File: config.mk
export PLATFORM = sky130hd
export DESIGN_NAME = demux_regbank16
export DESIGN_NICKNAME = d
export VERILOG_FILES = /design/src/rtl/demux_regbank16.sv
export SDC_FILE = /design/constraint.sdc
export NUM_CORES = 1
export LEC_CHECK = 0
export CAP_MARGIN = 20
export CORE_AREA = 5 5 437 439
export DETAILED_ROUTE_END_ITERATION = 8
export DIE_AREA = 0 0 442 444
export PLACE_DENSITY = 0.39
export SLEW_MARGIN = 20
export SYNTH_ARGS = -nofsm -noshare
export SYNTH_HDL_FRONTEND = slang
export SYNTH_SLANG_ARGS = --single-unit
File: constraint.sdc
create_clock -name clk -period 3.7 [get_ports clk]
set_clock_uncertainty 0.05 [all_clocks]
set_input_delay 0.555 -clock clk [delete_from_list [all_inputs] [get_ports clk]]
set_output_delay 0.555 -clock clk [all_outputs]
set_load 0.005 [all_outputs]
File: src/rtl/demux_regbank16.sv
// ----------------------------------------------------------------------------
// demux_regbank16
// Write side of a 16-entry register bank. A 4-bit write select is decoded into
// one-hot write enables; the addressed entry captures wr_data on the rising
// clock edge. Entry 15 is a hardwired zero register. Bank contents are
// presented bit-sliced so each 16-bit group drives one mux16_1 read slice.
//
// Ports
//   clk        : system clock, all state updates on the rising edge
//   reset      : synchronous, active-high; clears all entries and wr_count
//   wr_en      : write request for this cycle
//   wr_sel     : entry index to write (0..15)
//   wr_data    : data to write (WIDTH bits)
//   dec_out    : combinational one-hot write enables (wr_en & wr_sel == i)
//   slices_out : slices_out[b*16 + i] = bit b of entry i
//   wr_count   : accepted writes since reset, saturating at 255
// ----------------------------------------------------------------------------
module demux_regbank16 #(
  parameter int WIDTH = 64
) (
  input  logic                  clk,
  input  logic                  reset,
  input  logic                  wr_en,
  input  logic [3:0]            wr_sel,
  input  logic [WIDTH-1:0]      wr_data,
  output logic [15:0]           dec_out,
  output logic [16*WIDTH-1:0]   slices_out,
  output logic [7:0]            wr_count
);

  // Only entries 0..14 have storage; entry 15 is constant zero.
  logic [WIDTH-1:0]    entry_r [0:14];
  logic [7:0]          count_r;
  logic [15:0]         dec_s;
  logic                accept_s;
  logic [16*WIDTH-1:0] slices_s;

  // 1:16 demux of wr_en. With wr_en low every term is 0 even if wr_sel is X.
  always_comb begin
    dec_s = 16'h0000;
    for (int i = 0; i < 16; i++) begin
      dec_s[i] = wr_en & (wr_sel == 4'(i));
    end
  end

  // A write is accepted only when it targets a real entry; writes to the
  // zero register are dropped and not counted.
  always_comb begin
    accept_s = |dec_s[14:0];
  end

  // Entry storage: reset clears everything and wins over a simultaneous write.
  always_ff @(posedge clk) begin
    if (reset) begin
      for (int i = 0; i < 15; i++) begin
        entry_r[i] <= '0;
      end
    end else begin
      for (int i = 0; i < 15; i++) begin
        if (dec_s[i]) begin
          entry_r[i] <= wr_data;
        end else begin
          entry_r[i] <= entry_r[i];
        end
      end
    end
  end

  // Accepted-write counter, holds at 255 instead of wrapping.
  always_ff @(posedge clk) begin
    if (reset) begin
      count_r <= 8'd0;
    end else if (accept_s && (count_r != 8'd255)) begin
      count_r <= count_r + 8'd1;
    end else begin
      count_r <= count_r;
    end
  end

  // Bit-slice the bank: group b collects bit b of every entry, with the
  // entry-15 position tied low.
  always_comb begin
    slices_s = '0;
    for (int b = 0; b < WIDTH; b++) begin
      for (int i = 0; i < 15; i++) begin
        slices_s[b*16 + i] = entry_r[i][b];
      end
      slices_s[b*16 + 15] = 1'b0;
    end
  end

  assign dec_out    = dec_s;
  assign slices_out = slices_s;
  assign wr_count   = count_r;

endmodule

==> flow_summary.toml <==
[place]
routabilityCongestion = 0.839
hpwlAfterDp_um = 122000
placed_cells = 5490
port_buffers = 1054

[logic_synthesis]
synth_area_leaders = "edfxtp_1 (83%), nor2b_1 (13%), buf_4 (1.4%)"
muxShareOfSynthArea_pct = 0.0866
yosysSeqAreaShare_pct = 83.6
synthArstFlopShare_pct = 0
syn_area_per_cell_um2 = 18.3
synth-seq-cells = 968
synthAdderAreaFrac_pct = 0.0361
synth.most_common_cell = "edfxtp_1"
syn_area_mm2 = 0.0347
synth_compound_area_share_pct = 0.188
yosys-top-cells-count = "edfxtp_1 (960), nor2b_1 (704), buf_4 (65), clkbuf_1 (63), nor2_1 (16)"
synth_top_area_cell = "edfxtp_1"
synth_edf_count = 960
syn_inst = 1891
synth-simple-area-share_pct = 13.7
yosys.area_share.xor_xnor_pct = 0.0505
synth_top_family_by_area = "simple AND/OR/NAND/NOR gates"
ys_types = 34
ys_dominant_reg_cell = "edfxtp_1"
netlist.area_leader.share_pct = 83.1
ys.warnings.count = 0

[power]
pwr-share-seq_pct = 47.5
comb_power_share_pct = 13.1
powerDensity_mw_per_mm2 = 534
p_int_w = 0.0212
ir_drop_v = 0.000352
p_clk_share_pct = 39.4
cellLeakagePower_nw = 17.9
sw_frac_of_total_pct = 24.7
power.switching_w = 0.00698

[worst_setup_path]
crit_chain = "clkdlybuf4s50_1, buf_4, nand3_1, nor3_1, buf_4, clkdlybuf4s50_1"
max_stage_delay_ns = 0.58
crit_arrival_ns = 2.79
worstSetupEndpointType = "primary output"
reg2reg_depth = 5
critical_path.max_fanout = 5
path_class = "primary input to primary output"
cp-start-kind = "primary input"
required_ns = 3.09
slowest_stage = "clkdlybuf4s50_1"
r2r_end = "wr_count[6]"
r2r_slack_ns = 2.00
r2r-start = "wr_count[0]"

[final_layout]
fin_cells = 5709
drive_gt1_share_pct = 9.77
nNetsFinal = 3181
synthToLayoutAreaGrowth_pct = 52.4
regArea_mm2 = 0.0290
n_fill_cell = 18900
multi_input_area_mm2 = 0.00515

[cts]
postCtsResizedCells = 0
numCtsBuffers = 112
clock_path_buffers = 3
clock-root-buffer = "clkbuf_16"
clock_latency_ns = 0.75
post_cts_buffers = 0
cts_hold_buffers = 0
cts_tree = "built"
clkSinkCount = 968
cts-htree-levels = 3
cts.clk_slew.worst_paths_ns = 0.05

[worst_hold_path]
min-delay-start = "reset"
hold_depth = 2
holdPathEnd = "entry_r[0][164]"
hold_path_class = "primary input to flop"

[die]
die_y_um = 444
start_util_pct = 18.6
die_w_um = 442
die_area_mm2 = 0.196
coreArea_mm2 = 0.187
top_level_ports = 1119
placementRows = 159

[global_route]
antenna_found_initial = 27
grt_pass1_vias = 21200
busiest_layer = "met2"
met1_usage_pct = 18.3
globalRouteOverflowTotal = 0
groute.usage.overall_pct = 16.0
grt_max_degree = 120
grt_pass1_wl_um = 212000
grtUsageMet2_pct = 27.7
grt_util_met3_pct = 4.29

[drt]
ant_nets = 0
vias = 21000
first_pass_iters = 5
drc = 0
wl_per_cell_um = 28.7
routed_wl_um = 164000
drt_iter0_markers = 1342
via_per_inst = 3.69

[flow_run]
drv_cap = 0

[sta]
drv_slew = 0
setup_viol = 0
rsz0062_at_grt = "false"
finalCriticalPeriod_ns = 3.40
hold_viol_final = 0
maxSlewHeadroom_pct = 29.0
timing.fmax_ghz = 0.294
worst_slew_pin_slew_ns = 1.06
tns_ns = 0
fin_crit_sh_pct = 91.8

[outcome]
status = "completed"
==> worst max-delay path, delay by kind of cell <==
family	cells	cell delay (ns)
AND/OR/NAND/NOR	2	0.71
buffers and inverters	4	1.53
==> through the flow <==
step | hold slack [ns] | cell area [µm²] | total power, W | util [%] | setup WS, ns
floorplan | 0.438 | 34900 | 0.0143 | - | 0.390
global placement | 0.461 | 49200 | 0.0174 | 26.4 | 0.382
detailed placement | 0.465 | 49200 | 0.0174 | 26.4 | 0.418
CTS | 0.211 | 52800 | 0.0287 | 28.3 | 0.401
global route | 0.273 | 52800 | 0.0293 | 28.3 | 0.340
finish | 0.285 | 52900 | 0.0282 | 28.3 | 0.303
==> cell families after synthesis <==
logic type	after synthesis
AO/OA/AOI/OAI	8
XOR/XNOR	2
adder cells (fa/ha/maj)	1
buffers and inverters	147
flip-flops	968
multiplexers	3
other	1
AND/OR/NAND/NOR	761
==> layer usage <==
| metal | routed length, µm | share of wire [%] |
|---|---|---|
| met5 | 11 | 0.0067 |
| met4 | 8340 | 5.1 |
| met3 | 10600 | 6.5 |
| met2 | 82200 | 50 |
| met1 | 62700 | 38 |
==> cell usage in the layout, fill, tap and decap left out, types with 4 or more instances in the layout <==
cell type        netlist  final
bufinv_16              0     10
diode_2                0     11
dfxtp_1                8      8
clkinv_2               0     22
buf_12                 0     33
clkinv_1               0     29
clkbuf_1              63     20
edfxtp_1             960    960
buf_4                 65     99
conb_1                 1     64
clkbuf_16              0    113
or2_4                  0     15
nor2b_1              704    703
clkdlybuf4s50_1        0   1053
nor2_1                16     16
clkinv_4               0      4
nand2_1                4      4
==> power groups by stage <==
stage	clock network, W	logic (W)	registers [W]
2_1_floorplan	0	0.000610	0.0137
3_3_place_gp	0	0.00381	0.0136
3_5_place_dp	0	0.00380	0.0136
4_1_cts	0.0115	0.00381	0.0134
5_1_grt	0.0119	0.00385	0.0135
6_report	0.0111	0.00369	0.0134
==> how the worst max path moves through the flow <==
stage / start / end / slack [ns] / depth (start not counted)
floorplan: reset / entry_r[1][100] / 0.39 / 4
global placement: wr_en / dec_out[4] / 0.38 / 6
detailed placement: wr_en / dec_out[4] / 0.42 / 6
CTS: wr_en / dec_out[4] / 0.40 / 6
global route: wr_en / dec_out[4] / 0.34 / 6
finish: wr_en / dec_out[12] / 0.30 / 6
==> sequential cells by signal, indices dropped and copies added (netlist names) <==
name	flops
wr_count	8
entry_r	960
==> final cells by class <==
cell class / count / share of cell area (%)
sequential: 968 / 54.8
timing repair buffer: 1186 / 22.6
multi-input combinational: 839 / 9.74
tap: 2495 / 5.90
clock buffer: 133 / 5.49
clock inverter: 75 / 1.35
antenna: 11 / 0.0521
inverter: 2 / 0.0142
No activity file was read; power rests on OpenSTA's default activity.
